<file path="src/rtl/led_pkg.sv">
`default_nettype none
// +----------------------------------------------------------------------------+
// | led_pkg : mode encodings, pattern FSM states and default prescaler count   |
// | Revision: 1.0                                                              |
// +----------------------------------------------------------------------------+
package led_pkg;

    localparam logic [1:0] MODE_LEFT   = 2'b00;
    localparam logic [1:0] MODE_RIGHT  = 2'b01;
    localparam logic [1:0] MODE_BOUNCE = 2'b10;
    localparam logic [1:0] MODE_BLINK  = 2'b11;

    localparam int unsigned DEFAULT_CNT_MAX = 32'd24_999_999;

    typedef enum logic [2:0] {
        S_LEFT   = 3'd0,
        S_RIGHT  = 3'd1,
        S_BNC_UP = 3'd2,
        S_BNC_DN = 3'd3,
        S_BLINK  = 3'd4
    } led_state_t;

endpackage : led_pkg
`default_nettype wire

</file>
<file path="src/rtl/led_flow_ctrl_if.sv">
`default_nettype none
// +----------------------------------------------------------------------------+
// | led_flow_ctrl_if : mode/pause control and LED drive bundle                 |
// | Optional duty input when LED_FLOW_DIM_EN is defined.  Revision: 1.0        |
// +----------------------------------------------------------------------------+
interface led_flow_ctrl_if #(
    parameter int LED_NUM = 8
);
    logic [1:0]         mode;
    logic               mode_vld;
    logic               pause;
    logic [LED_NUM-1:0] led_out;
    logic               step_pulse;
`ifdef LED_FLOW_DIM_EN
    logic [3:0]         duty;

    modport master (output mode, output mode_vld, output pause, output duty,
                    input  led_out, input step_pulse);
    modport slave  (input  mode, input  mode_vld, input  pause, input  duty,
                    output led_out, output step_pulse);
`else
    modport master (output mode, output mode_vld, output pause,
                    input  led_out, input step_pulse);
    modport slave  (input  mode, input  mode_vld, input  pause,
                    output led_out, output step_pulse);
`endif
endinterface : led_flow_ctrl_if
`default_nettype wire

</file>
<file path="src/rtl/led_tick_gen.sv">
`default_nettype none
// +----------------------------------------------------------------------------+
// | led_tick_gen : step prescaler, one tick every CNT_MAX+1 unpaused clocks    |
// | Revision: 1.0                                                              |
// +----------------------------------------------------------------------------+
module led_tick_gen #(
    parameter int unsigned CNT_MAX = 32'd24_999_999
) (
    input  wire logic clk,
    input  wire logic rst_n,
    input  wire logic clr,
    input  wire logic pause,
    output logic      tick
);
    localparam int CNT_W = (CNT_MAX > 0) ? $clog2(CNT_MAX + 1) : 1;
    localparam logic [CNT_W-1:0] CNT_TOP = CNT_W'(CNT_MAX);

    logic [CNT_W-1:0] cnt_q;
    logic [CNT_W-1:0] cnt_d;

    assign tick = (cnt_q == CNT_TOP) && !pause;

    // A mode load restarts the step period even while paused.
    always_comb begin
        cnt_d = cnt_q;
        if (clr) begin
            cnt_d = '0;
        end else if (!pause) begin
            cnt_d = (cnt_q == CNT_TOP) ? '0 : cnt_q + CNT_W'(1);
        end
    end

    always_ff @(posedge clk) begin
        if (!rst_n) begin
            cnt_q <= '0;
        end else begin
            cnt_q <= cnt_d;
        end
    end

endmodule : led_tick_gen
`default_nettype wire

</file>
<file path="src/rtl/led_flow_ctrl.sv">
`default_nettype none
// +----------------------------------------------------------------------------+
// | led_flow_ctrl : running-LED controller (left/right/bounce/blink, pause)    |
// | LED_FLOW_DIM_EN adds 16-step PWM dimming via duty.  Revision: 1.0          |
// +----------------------------------------------------------------------------+
module led_flow_ctrl
    import led_pkg::*;
#(
    parameter int          LED_NUM    = 8,
    parameter int unsigned CNT_MAX    = DEFAULT_CNT_MAX,
    parameter bit          ACTIVE_LOW = 1'b1
) (
    input  wire logic      sys_clk,
    input  wire logic      sys_rst_n,
    led_flow_ctrl_if.slave bus
);
    localparam logic [LED_NUM-1:0] ONE_HOT0 = LED_NUM'(1);

    function automatic logic [LED_NUM-1:0] to_pins(input logic [LED_NUM-1:0] lit);
        return ACTIVE_LOW ? ~lit : lit;
    endfunction

    led_state_t         state_q, state_d;
    logic [LED_NUM-1:0] pattern_q, pattern_d;
    logic [LED_NUM-1:0] led_q, led_d;
    logic [LED_NUM-1:0] lit;
    logic               step_q, step_d;
    logic               tick;
    logic [LED_NUM-1:0] rot_l, rot_r, shl, shr;

    led_tick_gen #(
        .CNT_MAX (CNT_MAX)
    ) u_tick_gen (
        .clk   (sys_clk),
        .rst_n (sys_rst_n),
        .clr   (bus.mode_vld),
        .pause (bus.pause),
        .tick  (tick)
    );

    // A single LED cannot move, so every shift degenerates to a hold.
    generate
        if (LED_NUM > 1) begin : g_multi
            assign rot_l = {pattern_q[LED_NUM-2:0], pattern_q[LED_NUM-1]};
            assign rot_r = {pattern_q[0], pattern_q[LED_NUM-1:1]};
            assign shl   = pattern_q << 1;
            assign shr   = pattern_q >> 1;
        end else begin : g_single
            assign rot_l = pattern_q;
            assign rot_r = pattern_q;
            assign shl   = pattern_q;
            assign shr   = pattern_q;
        end
    endgenerate

`ifdef LED_FLOW_DIM_EN
    logic [3:0] pwm_cnt_q, pwm_cnt_d;
`endif

    always_comb begin
        state_d   = state_q;
        pattern_d = pattern_q;
        step_d    = 1'b0;
        if (bus.mode_vld) begin
            pattern_d = ONE_HOT0;
            case (bus.mode)
                MODE_LEFT:   state_d = S_LEFT;
                MODE_RIGHT:  state_d = S_RIGHT;
                MODE_BOUNCE: state_d = S_BNC_UP;
                default: begin
                    state_d   = S_BLINK;
                    pattern_d = '1;
                end
            endcase
        end else if (tick) begin
            step_d = 1'b1;
            case (state_q)
                S_LEFT:  pattern_d = rot_l;
                S_RIGHT: pattern_d = rot_r;
                S_BNC_UP: begin
                    pattern_d = shl;
                    if ((LED_NUM > 1) && shl[LED_NUM-1]) state_d = S_BNC_DN;
                end
                S_BNC_DN: begin
                    pattern_d = shr;
                    if (shr[0]) state_d = S_BNC_UP;
                end
                S_BLINK: pattern_d = ~pattern_q;
                default: begin
                    state_d   = S_LEFT;
                    pattern_d = ONE_HOT0;
                end
            endcase
        end

        lit = pattern_d;
`ifdef LED_FLOW_DIM_EN
        pwm_cnt_d = pwm_cnt_q + 4'd1;
        if (pwm_cnt_d >= bus.duty) lit = '0;
`endif
        led_d = to_pins(lit);
    end

    always_ff @(posedge sys_clk) begin
        if (!sys_rst_n) begin
            state_q   <= S_LEFT;
            pattern_q <= ONE_HOT0;
            step_q    <= 1'b0;
            led_q     <= to_pins(ONE_HOT0);
`ifdef LED_FLOW_DIM_EN
            pwm_cnt_q <= 4'd0;
`endif
        end else begin
            state_q   <= state_d;
            pattern_q <= pattern_d;
            step_q    <= step_d;
            led_q     <= led_d;
`ifdef LED_FLOW_DIM_EN
            pwm_cnt_q <= pwm_cnt_d;
`endif
        end
    end

    assign bus.led_out    = led_q;
    assign bus.step_pulse = step_q;

endmodule : led_flow_ctrl
`default_nettype wire

</file>
<file path="src/flat_wrapper.sv">
// flat-port wrapper written by rule: the top's interface ports become plain ports
module led_flow_ctrl_flat import led_pkg::*;
#(
    parameter int          LED_NUM    = 8,
    parameter int unsigned CNT_MAX    = DEFAULT_CNT_MAX,
    parameter bit          ACTIVE_LOW = 1'b1
)
  (sys_clk, sys_rst_n, bus_mode, bus_mode_vld, bus_pause, bus_led_out, bus_step_pulse);
  led_flow_ctrl_if #(.LED_NUM(LED_NUM)) bus_i ();
  input  wire logic sys_clk;
  input  wire logic sys_rst_n;
  input wire logic [$bits(bus_i.mode)-1:0] bus_mode;
  input wire logic [$bits(bus_i.mode_vld)-1:0] bus_mode_vld;
  input wire logic [$bits(bus_i.pause)-1:0] bus_pause;
  output wire logic [$bits(bus_i.led_out)-1:0] bus_led_out;
  output wire logic [$bits(bus_i.step_pulse)-1:0] bus_step_pulse;
  assign bus_i.mode = bus_mode;
  assign bus_i.mode_vld = bus_mode_vld;
  assign bus_i.pause = bus_pause;
  assign bus_led_out = bus_i.led_out;
  assign bus_step_pulse = bus_i.step_pulse;
  led_flow_ctrl #(.LED_NUM(LED_NUM), .CNT_MAX(CNT_MAX), .ACTIVE_LOW(ACTIVE_LOW)) u_core (.sys_clk(sys_clk), .sys_rst_n(sys_rst_n), .bus(bus_i));
endmodule
</file>
<file path="config.mk">
export PLATFORM = sky130hd
export DESIGN_NAME = led_flow_ctrl_flat
export DESIGN_NICKNAME = d
export VERILOG_FILES = /design/src/rtl/led_pkg.sv /design/src/rtl/led_flow_ctrl_if.sv /design/src/rtl/led_tick_gen.sv /design/src/rtl/led_flow_ctrl.sv /design/src/flat_wrapper.sv
export SDC_FILE = /design/constraint.sdc
export NUM_CORES = 1
export LEC_CHECK = 0
export ABC_CLOCK_PERIOD_IN_PS = 2600
export CAP_MARGIN = 20
export CELL_PAD_IN_SITES_DETAIL_PLACEMENT = 2
export CELL_PAD_IN_SITES_GLOBAL_PLACEMENT = 2
export CORE_ASPECT_RATIO = 0.6
export CORE_UTILIZATION = 30
export CTS_BUF_LIST = sky130_fd_sc_hd__clkbuf_16
export DETAILED_ROUTE_END_ITERATION = 10
export PLACE_DENSITY = 0.62
export SLEW_MARGIN = 20
export SYNTH_ARGS = -nofsm -noshare
export SYNTH_HDL_FRONTEND = slang
export SYNTH_HIERARCHICAL = 1
export SYNTH_SLANG_ARGS = --single-unit
export TNS_END_PERCENT = 20
</file>
<file path="constraint.sdc">
create_clock -name sys_clk -period 2.6 [get_ports sys_clk]
set_input_delay 0.39 -clock sys_clk [delete_from_list [all_inputs] [get_ports sys_clk]]
set_output_delay 0.39 -clock sys_clk [all_outputs]
set_load 0.01 [all_outputs]
</file>
==> out/results.ini <==
[routing]
viasPerCell=5.33
drtIter0Drc=76
post_drt_wl_per_cell_um=17.5
antenna_left=0
via_count=1952
drc=0
route.final.wire_length_mm=6.41
drt_first_pass_iters=4

[job]
drv_cap=0

[clock_network]
htree_levels=2
ctsRootBufferMaster=clkbuf_16
tritoncts=yes
cts_sinks=45
hold_buffers=0
cts.clk_slew.worst_paths_ps=60
numCtsBuffers=5
cts_resized=0
post-cts-setup-buffers=0
clkLatencyLatePin_ps=290
cts_max_path_buffers=2

[sta]
max_freq_ghz=0.471
rsz0062_at_grt=false
skew_ps=5.94
post-route-period-util_pct=81.7
finalSetupTns_ps=0
setup_viol=0
hold_viol=0
fin_crit_ps=2120
slew_viol_final=0
whs_ps=491
tightest_slew_ps=507
max_slew_margin_pct=66.1

[power_and_ir_drop]
power_density_nw_per_um2=534
irDropWorstVdd_v=0.000167
p_leak_nw=0.928

[cells_and_area]
drive_above_1_share_pct=10.3
mostFrequentLayoutCell=dfxtp_1
nets=269
syn_to_final_growth_pct=16.2
layout_common_cells=45 x dfxtp_1, 22 x nor2_1, 14 x clkdlybuf4s50_1
diodes=0
num-fill-cells=840

[worst_setup_path]
rrSetupSlack_ps=480
cp_data_required_time_ps=2750
critPathKind=flip-flop to flip-flop
path_max_fanout=14
worst_ep_arrival_time_ps=2270
cp-start-kind=flip-flop
endpoint_kind=flip-flop

[synthesis]
synthDistinctLibCells=55
async_reset_ff_share_pct=0
yosys-top-cells-area=dfxtp_1 39%, nor2_1 3.6%, xor2_1 3.4%
yosysTopAreaCellShare_pct=39.2
ys_seq_area_share_pct=39.2
synth_edf_count=0
synth_compound_area_share_pct=19.2
synth_top_flop_cell=dfxtp_1
synth-seq-cells=45
synth.cell_area_um2=2300
synthCells=246
synthSimpleGateAreaFrac_pct=28.6
synthAdderAreaFrac_pct=0.544
synth.area.mux_share_pct=0.871
synth_xor_area_share_pct=6.09
syn_area_per_cell_um2=9.35
yosysWarnings=6
synth_top_family_by_area=simple AND/OR/NAND/NOR gates
synth_area_leader_cell=dfxtp_1
syn_nets=253

[floorplan]
core_um2=7330
die_y_um=69.8
die_w_um=115
dieArea_um2=8030
pin_count=15
start_util_pct=31.4
row_count=24

[status]
outcome=completed

[global_routing]
grt_max_degree=25
grt_pass1_wl_mm=10.7
antenna_found_initial=0
grt_pass1_vias=1903
track_usage_pct=17.6
grt_overflow=0

[placed_design]
numPortBuffers=14
globalplace.congestion=0.746
dp_hpwl_mm=4.75

[min_path]
hold_class=flip-flop to flip-flop

[final timing paths]
check / start / to / cells past startpoint
min: u_core/u_tick_gen/cnt_q[22] / u_core/u_tick_gen/cnt_q[22] / 2
max reg2reg: u_core/u_tick_gen/cnt_q[11] / flip-flop / 7
min reg2reg: u_core/u_tick_gen/cnt_q[22] / u_core/u_tick_gen/cnt_q[22] / 2
max: u_core/u_tick_gen/cnt_q[11] / flip-flop / 7
[area by class of cell]
| class | count | area, um^2 | area share, % |
|---|---|---|---|
| timing repair buffer | 22 | 200 | 7.49 |
| sequential | 45 | 901 | 33.7 |
| clock inverter | 2 | 7.51 | 0.281 |
| clock buffer | 5 | 125 | 4.68 |
| multi-input combinational | 180 | 1280 | 47.8 |
| tap | 104 | 130 | 4.87 |
| inverter | 8 | 30.0 | 1.12 |
[cell usage after synthesis, types with 2 or more instances]
library cell  count
dfxtp_1          45
nor2_1           22
nand2_1          13
a21oi_1          10
nand4_1          10
xor2_1            9
inv_1             8
o211ai_1          8
o21ai_0           8
and4_1            7
nand3_1           7
or3_1             7
xnor2_1           7
and3_1            6
nor3_1            6
a221oi_1          5
a32o_1            5
a32oi_1           5
or2b_1            5
buf_2             4
buf_6             4
a21o_1            3
buf_4             3
and4b_1           2
mux2i_1           2
nand3b_1          2
nand4b_1          2
nor2b_1           2
nor3b_1           2
nor4_1            2
[critical path, stage by stage, from the launching register on]
cell and delay, ps:
dfxtp_1 410, and4_1 410, nand2_1 200, nor3_2 160, buf_4 240, o211ai_1 230, o211ai_1 230, a32oi_1 90
[kinds of logic after synthesis]
| family | Yosys count |
|---|---|
| adder cells (fa/ha/maj) | 1 |
| flip-flops | 45 |
| AO/OA/AOI/OAI | 56 |
| XOR/XNOR | 16 |
| buffers and inverters | 21 |
| AND/OR/NAND/NOR | 105 |
| multiplexers | 2 |
[metrics by stage]
stage | cells | utilization [%] | setup slack, ps | instance area [um^2] | power [mW]
after floorplan | 246 | - | 310 | 2300 | 0.796
after global placement | 359 | 34.6 | 212 | 2540 | 0.834
after detailed placement | 359 | 34.6 | 164 | 2540 | 0.835
after CTS | 366 | 36.5 | 442 | 2670 | 1.46
after global routing | 366 | 36.5 | 258 | 2670 | 1.49
final | 366 | 36.5 | 477 | 2670 | 1.43
[metal layers]
metal	global-route usage, %	part of all wire, %	routed length, um	vias up
met2	21.2	36	2300	28
met4	4.76	1.1	68	0
li1	-	-	-	965
met5	0	0	0	-
met1	29.4	60	3830	952
met3	3.93	3.3	214	7
[power by group]
| part | switching, mW | leakage (nW) | internal, mW | total, mW |
|---|---|---|---|---|
| Combinational | 0.0531 | 0.495 | 0.0469 | 0.100 |
| Sequential | 0.0181 | 0.365 | 0.702 | 0.720 |
| Clock | 0.262 | 0.0685 | 0.344 | 0.606 |
Note: power is estimated with default switching activity, not from simulation.
